$ cat config.mk
export PLATFORM = sky130hd
export DESIGN_NAME = hazard_scoreboard
export DESIGN_NICKNAME = d
export VERILOG_FILES = /design/src/rtl/hazard_pkg.sv /design/src/rtl/hazard_sb_cnt.sv /design/src/rtl/hazard_scoreboard.sv
export SDC_FILE = /design/constraint.sdc
export NUM_CORES = 1
export LEC_CHECK = 0
export ABC_CLOCK_PERIOD_IN_PS = 5350
export CORE_MARGIN = 4
export CORE_UTILIZATION = 23
export CTS_BUF_LIST = sky130_fd_sc_hd__clkbuf_8
export DETAILED_ROUTE_END_ITERATION = 10
export GPL_TIMING_DRIVEN = 1
export PLACE_DENSITY = 0.41
export SLEW_MARGIN = 15
export SYNTH_ARGS = -nofsm -noshare
export SYNTH_HDL_FRONTEND = slang
export SYNTH_SLANG_ARGS = --single-unit
$ cat constraint.sdc
create_clock -name clk -period 5.35 [get_ports clk]
set_input_delay 1.605 -clock clk [delete_from_list [all_inputs] [get_ports clk]]
set_output_delay 1.605 -clock clk [all_outputs]
set_load 0.02 [all_outputs]
$ cat src/rtl/hazard_pkg.sv
`default_nettype none
// ============================================================================
//  Module      : hazard_pkg
//  Description : Shared constants for the hazard scoreboard: flag bit
//                positions, branch condition codes and the mapping from a
//                condition code to the flags it reads.
//  Revision    : 1.0 - initial release
// ============================================================================
package hazard_pkg;

    // Bit positions of the flags inside every 3-bit flag vector
    localparam int FLAG_Z = 2;
    localparam int FLAG_V = 1;
    localparam int FLAG_N = 0;

    // Branch condition codes
    localparam logic [2:0] COND_EQ = 3'b000;  // Z
    localparam logic [2:0] COND_NE = 3'b001;  // Z
    localparam logic [2:0] COND_LE = 3'b010;  // Z,N
    localparam logic [2:0] COND_LT = 3'b011;  // N
    localparam logic [2:0] COND_GT = 3'b100;  // Z,N
    localparam logic [2:0] COND_GE = 3'b101;  // Z,N
    localparam logic [2:0] COND_VS = 3'b110;  // V
    localparam logic [2:0] COND_AL = 3'b111;  // unconditional, reads nothing

    // Flags a branch with condition code 'cond' must see committed
    function automatic logic [2:0] cond_flag_mask(input logic [2:0] cond);
        logic [2:0] m;
        m = '0;
        case (cond)
            COND_EQ, COND_NE:          m[FLAG_Z] = 1'b1;
            COND_LE, COND_GT, COND_GE: begin
                m[FLAG_Z] = 1'b1;
                m[FLAG_N] = 1'b1;
            end
            COND_LT:                   m[FLAG_N] = 1'b1;
            COND_VS:                   m[FLAG_V] = 1'b1;
            default:                   m = '0;
        endcase
        return m;
    endfunction

endpackage
`default_nettype wire

$ cat src/rtl/hazard_sb_cnt.sv
`default_nettype none
// ============================================================================
//  Module      : hazard_sb_cnt
//  Description : One scoreboard slot. Loadable down-counter that stops at 0;
//                busy flags an in-flight producer. A load wins over the
//                decrement so the newest writer owns the slot.
//  Revision    : 1.0 - initial release
// ============================================================================
module hazard_sb_cnt
    import hazard_pkg::*;
#(
    parameter int CNT_W = 2
) (
    input  logic             clk,
    input  logic             rst,
    input  logic             load,
    input  logic [CNT_W-1:0] load_val,
    output logic [CNT_W-1:0] cnt,
    output logic             busy
);

    // Reload on issue, otherwise drain toward zero
    always_ff @(posedge clk or posedge rst) begin
        if (rst) begin
            cnt <= '0;
        end else if (load) begin
            cnt <= load_val;
        end else if (cnt != '0) begin
            cnt <= cnt - 1'b1;
        end
    end

    assign busy = (cnt != '0);

endmodule
`default_nettype wire

$ cat src/rtl/hazard_scoreboard.sv
`default_nettype none
// ============================================================================
//  Module      : hazard_scoreboard
//  Description : Countdown-scoreboard hazard unit beside the ID stage.
//                Detects load-to-use, register-branch-source and
//                flag-to-branch hazards and drives PC / IF-ID enables, the
//                ID/EX bubble and the IF/ID flush.
//                Optional: HAZ_PERF_CNT_EN adds stall/flush perf counters.
//  Revision    : 1.0 - initial release
// ============================================================================
module hazard_scoreboard
    import hazard_pkg::*;
#(
    parameter int NREG         = 16,
    parameter int RIDX_W       = 4,
    parameter int WB_DIST      = 3,
    parameter int FLAG_DIST    = 1,
    parameter int BR_RF_THRESH = 1,
    parameter int CNT_W        = 2
) (
    input  logic              clk,
    input  logic              rst,
    input  logic              id_valid,
    input  logic [RIDX_W-1:0] id_rs,
    input  logic [RIDX_W-1:0] id_rt,
    input  logic              id_rs_used,
    input  logic              id_rt_used,
    input  logic [RIDX_W-1:0] id_rd,
    input  logic              id_reg_write,
    input  logic              id_mem_read,
    input  logic              id_mem_write,
    input  logic [2:0]        id_flag_en,
    input  logic              id_branch,
    input  logic              id_branchr,
    input  logic [2:0]        id_br_cond,
    input  logic              id_br_taken,
    output logic              pc_wen,
    output logic              if_id_wen,
    output logic              id_ex_bubble,
    output logic              if_id_flush
`ifdef HAZ_PERF_CNT_EN
    ,
    output logic [31:0]       stall_cycles,
    output logic [15:0]       flush_count
`endif
);

    localparam logic [CNT_W-1:0] C_WB_VAL    = CNT_W'(WB_DIST);
    localparam logic [CNT_W-1:0] C_FLAG_VAL  = CNT_W'(FLAG_DIST);
    localparam logic [CNT_W-1:0] C_BR_THRESH = CNT_W'(BR_RF_THRESH);
    localparam logic [CNT_W-1:0] C_ONE       = CNT_W'(1);

    logic [CNT_W-1:0] reg_cnt  [NREG];
    logic             reg_busy [NREG];
    logic             reg_ld   [NREG];
    logic [CNT_W-1:0] flag_cnt [3];
    logic [2:0]       flag_pending;

    logic w_stall;
    logic w_issue;
    logic w_l2u;
    logic w_brr;
    logic w_flg;

    // r0 is hard-wired and never produces a hazard
    assign reg_cnt[0]  = '0;
    assign reg_busy[0] = 1'b0;
    assign reg_ld[0]   = 1'b0;

    generate
        for (genvar i = 1; i < NREG; i++) begin : g_reg
            logic w_load;
            assign w_load = w_issue & id_reg_write & (id_rd == RIDX_W'(i));

            hazard_sb_cnt #(.CNT_W(CNT_W)) u_cnt (
                .clk      (clk),
                .rst      (rst),
                .load     (w_load),
                .load_val (C_WB_VAL),
                .cnt      (reg_cnt[i]),
                .busy     (reg_busy[i])
            );

            // Remember whether the newest writer is a load; forget it as the slot empties
            always_ff @(posedge clk or posedge rst) begin
                if (rst) begin
                    reg_ld[i] <= 1'b0;
                end else if (w_load) begin
                    reg_ld[i] <= id_mem_read;
                end else if (!reg_busy[i] || reg_cnt[i] == C_ONE) begin
                    reg_ld[i] <= 1'b0;
                end
            end
        end

        for (genvar f = 0; f < 3; f++) begin : g_flag
            hazard_sb_cnt #(.CNT_W(CNT_W)) u_cnt (
                .clk      (clk),
                .rst      (rst),
                .load     (w_issue & id_flag_en[f]),
                .load_val (C_FLAG_VAL),
                .cnt      (flag_cnt[f]),
                .busy     (flag_pending[f])
            );
        end
    endgenerate

    // Hazard detection for the instruction currently in ID
    always_comb begin
        w_l2u = 1'b0;
        w_brr = 1'b0;
        w_flg = 1'b0;
        // Load result is not yet available to EX one cycle after the load issued
        if (id_rs_used && id_rs != '0 && reg_ld[id_rs] && reg_cnt[id_rs] == C_WB_VAL)
            w_l2u = 1'b1;
        // Store data bypasses MEM-to-MEM, so only a true rt read can hazard
        if (id_rt_used && !id_mem_write && id_rt != '0 &&
            reg_ld[id_rt] && reg_cnt[id_rt] == C_WB_VAL)
            w_l2u = 1'b1;
        // Register branch reads its target from the RF in ID
        if (id_branchr && id_rs != '0 && reg_cnt[id_rs] > C_BR_THRESH)
            w_brr = 1'b1;
        // Branch condition evaluated in ID needs its flags committed
        if ((id_branch || id_branchr) && |(cond_flag_mask(id_br_cond) & flag_pending))
            w_flg = 1'b1;
    end

    assign w_stall      = id_valid & (w_l2u | w_brr | w_flg);
    assign w_issue      = id_valid & ~w_stall;

    assign pc_wen       = ~w_stall;
    assign if_id_wen    = ~w_stall;
    assign id_ex_bubble = w_stall;
    assign if_id_flush  = id_valid & (id_branch | id_branchr) & id_br_taken & ~w_stall;

`ifdef HAZ_PERF_CNT_EN
    // Saturating counters of stall cycles and taken-branch flushes
    always_ff @(posedge clk or posedge rst) begin
        if (rst) begin
            stall_cycles <= '0;
            flush_count  <= '0;
        end else begin
            if (w_stall && stall_cycles != '1)
                stall_cycles <= stall_cycles + 32'd1;
            if (if_id_flush && flush_count != '1)
                flush_count <= flush_count + 16'd1;
        end
    end
`endif

endmodule
`default_nettype wire

==> flow_metrics.env <==
export IMPL_initial_utilization=0.237
export IMPL_grt_busiest_layer="met2"
export IMPL_cts_root_buf="clkbuf_8"
export IMPL_syn_to_final_growth_pct=21.3
export IMPL_required_ns=3.74
export IMPL_row_count=45
export IMPL_start_kind="input pin"
export IMPL_die_area_sq_um=17800
export IMPL_synth_seq_cells=51
export IMPL_powerDensity_nw_per_um2=422
export IMPL_numPortBuffers=32
export IMPL_ctsHtreeMaxLevel=2
export IMPL_final_nets=484
export IMPL_crit_family="multiplexers"
export IMPL_timing_slew_headroom=0.580
export IMPL_synthDistinctLibCells=49
export IMPL_timing_final_crit_period_ns=5.25
export IMPL_crit_type="input pin to output pin"
export IMPL_fmaxAchievable_mhz=190
export IMPL_viasPerCell=4.56
export IMPL_fin_skew_ns=0.00608
export IMPL_clkSinkCount=51
export IMPL_min_from="g_flag[1].u_cnt.cnt[0]"
export IMPL_grt_max_degree=31
export IMPL_postSynthCellCount=374
export IMPL_num_io_pins=33
export IMPL_yosysWarningCount=0
export IMPL_crit_path_max_fanout=5
export IMPL_maxCapViolCount=0
export IMPL_clkTransAtPathRegs_ns=0.09
export IMPL_min_period_over_period=0.982
export IMPL_synth_edf_count=0
export IMPL_grt_antenna_before_repair=0
export IMPL_final_antenna_net_count=0
export IMPL_r2r_start="g_reg[3].u_cnt.cnt[1]"
export IMPL_cp_end_kind="output pin"
export IMPL_drive_gt1_frac=0.184
export IMPL_status="finished clean"
export IMPL_setup_viol=0
export IMPL_ctsLongestPathBuffers=2
export IMPL_crit_slowest_cell="mux4_2"
export IMPL_use_met1=0.163
export IMPL_drtIter0Drc=114
export IMPL_path_cells="dlygate4sd2_1 -> buf_6 -> mux2i_1 -> mux4_2 -> mux2_2 -> a221o_1 -> nand3_2 -> buf_4 -> nand2_1 -> buf_4"
export IMPL_fin_setup_tns_ns=0
export IMPL_met3_usage=0.0389
export IMPL_dpl_cell_count=623
export IMPL_async_flop_share=1.00
export IMPL_dpl_hpwl_mm=7.67
export IMPL_arrival_ns=3.65
export IMPL_met2_usage=0.168
export IMPL_peakVddDrop_uv=132
export IMPL_rsz0062_at_grt="false"
export IMPL_postCtsHoldBufs=0
export IMPL_hold_path_class="register to register"
export IMPL_drcViolationCount=0
export IMPL_overflow=0
export IMPL_die_y_microns=134
export IMPL_synthesis_area_sq_um=3630
export IMPL_cts_tree="yes"
export IMPL_yosysSeqAreaShare=0.352
export IMPL_wirelength_mm=9.85
export IMPL_cts_buffers=5
export IMPL_cp_startpoint="id_rs[0]"
export IMPL_grt_pass1_vias=2911
export IMPL_cpMostUsedCell="buf_4"
export IMPL_finalMaxSlewViolations=0
export IMPL_instances_no_fill=634
export IMPL_worst_slew_pin_slew_ns=0.628
export IMPL_utilization=0.288
export IMPL_die_w_microns=134
export IMPL_coreArea_sq_um=15300
export IMPL_cp_slowest_stage_delay_ns=0.46
export IMPL_hold_violations=0
export IMPL_insertion_delay_ns=0.33
export IMPL_gp_congestion=0.803
export IMPL_critPathBufInv=4
export IMPL_grt_pass1_wl_mm=16.0
export IMPL_avgRoutedWirePerCell_microns=15.5
export IMPL_ys_dominant_reg_cell="dfrtp_1"
export IMPL_firstDrtPassIters=4
export IMPL_vias=2891
export IMPL_synth_nets=436
export IMPL_grtUsageTotal=0.115
export IMPL_diodes=0
export IMPL_avgSynthCellArea_sq_um=9.70
export IMPL_leakage_nw=2.08
## placed cells by master, fill, tap and decap left out, drive strengths merged, types with 6 or more instances in the layout
cell type,count
dfrtp,51
nand2,47
inv,42
ha,33
buf,29
mux2,29
clkdlybuf4s50,24
nand4,19
xor2,18
nor3b,15
nand3,13
and3,10
o21ai,9
nor3,9
nor2,7
o211ai,6
mux2i,6
## what timing repair did
action | CTS | global route
gates resized for setup | 22 | 4
gates cloned | 1 | 0
setup endpoints to repair | 4 | 4
buffers inserted | 2 | 0
## worst reg2reg max path: stages (launching register included)
cell	delay, ns
dfrtp_1	0.46
mux2i_1	0.11
mux4_2	0.46
mux2_2	0.27
a221o_1	0.31
buf_4	0.23
nand4_1	0.19
mux2_2	0.36
## final timing paths
path	to	slack (ns)	depth (start not counted)
setup / recovery	pc_wen	0.1	10
hold / removal	g_flag[1].u_cnt.cnt[0]	0.53	2
setup reg to reg	reg_ld[7]	2.86	7
hold reg to reg	g_flag[1].u_cnt.cnt[0]	0.53	2
max in group asynchronous	g_reg[8].u_cnt.cnt[0]	2.90	3
min in group asynchronous	g_flag[1].u_cnt.cnt[0]	1.63	2
## logic make-up after synthesis
family / Yosys count / share of synthesized area
simple gates: 134 / 0.209
buf+inv: 57 / 0.0679
flops: 51 / 0.352
compound gates: 42 / 0.0817
mux: 39 / 0.132
fa+ha+maj: 33 / 0.114
xor+xnor: 18 / 0.0434
## cell type report
type / instances / area [sq um]
multi-input combinational: 266 / 2130
clock buffer: 5 / 68.8
clock inverter: 3 / 16.3
fill: 1657 / 10900
tap: 211 / 264
timing repair buffer: 57 / 497
inverter: 41 / 154
sequential: 51 / 1280
## sequential cells by signal (all words and copies together), names as in the netlist
name,flops
reg_ld,15
g_flag.u_cnt.cnt,6
g.u_cnt.cnt,30
## stage by stage
stage | setup WS [ns] | hold WS [ns] | power [W] | cell area, sq um
global placement | -0.583 | 0.510 | 0.00160 | 4290
floorplan | 0.00851 | 0.486 | 0.00139 | 3630
detailed placement | -0.610 | 0.512 | 0.00165 | 4290
CTS | 0.00763 | 0.539 | 0.00190 | 4390
finish | 0.0966 | 0.529 | 0.00186 | 4400
global route | 0.00169 | 0.562 | 0.00207 | 4400
## Yosys cell counts (2+ instances only)
library cell / n / share of area
and3_1: 9 / 0.016
buf_2: 5 / 0.0069
nor3b_1: 15 / 0.031
clkbuf_1: 5 / 0.0052
a311oi_1: 2 / 0.0048
and2_1: 2 / 0.0034
ha_1: 33 / 0.11
o2111ai_1: 3 / 0.0072
o211ai_1: 6 / 0.012
inv_1: 41 / 0.042
buf_1: 2 / 0.0021
o21ai_0: 9 / 0.012
nand2b_1: 4 / 0.0069
a31oi_1: 4 / 0.0069
mux2_2: 22 / 0.068
dfrtp_1: 51 / 0.35
nand2_1: 47 / 0.049
a21oi_1: 4 / 0.0055
mux4_2: 3 / 0.019
mux2_1: 7 / 0.022
o41ai_1: 2 / 0.0048
nor2b_1: 3 / 0.0052
nor3_1: 9 / 0.012
nand4_1: 11 / 0.019
mux2i_1: 6 / 0.017
nor2_1: 7 / 0.0072
buf_6: 3 / 0.0093
a211oi_1: 2 / 0.0041
xor2_1: 18 / 0.043
nand4_2: 8 / 0.028
nand3_1: 13 / 0.018
## metal layers
layer,share of wire,vias up
met1,0.51,1412
li1,-,1412
met4,0.013,0
met3,0.062,9
met5,0,-
met2,0.42,58
## report_power, final
group | total (W) | leakage, nW | switching (W) | internal [W]
Combinational | 0.000915 | 1.40 | 0.000459 | 0.000456
Sequential | 0.000712 | 0.630 | 0.000168 | 0.000544
Clock | 0.000230 | 0.0453 | 0.000140 | 0.0000899
No activity file was read; power rests on OpenSTA's default activity.
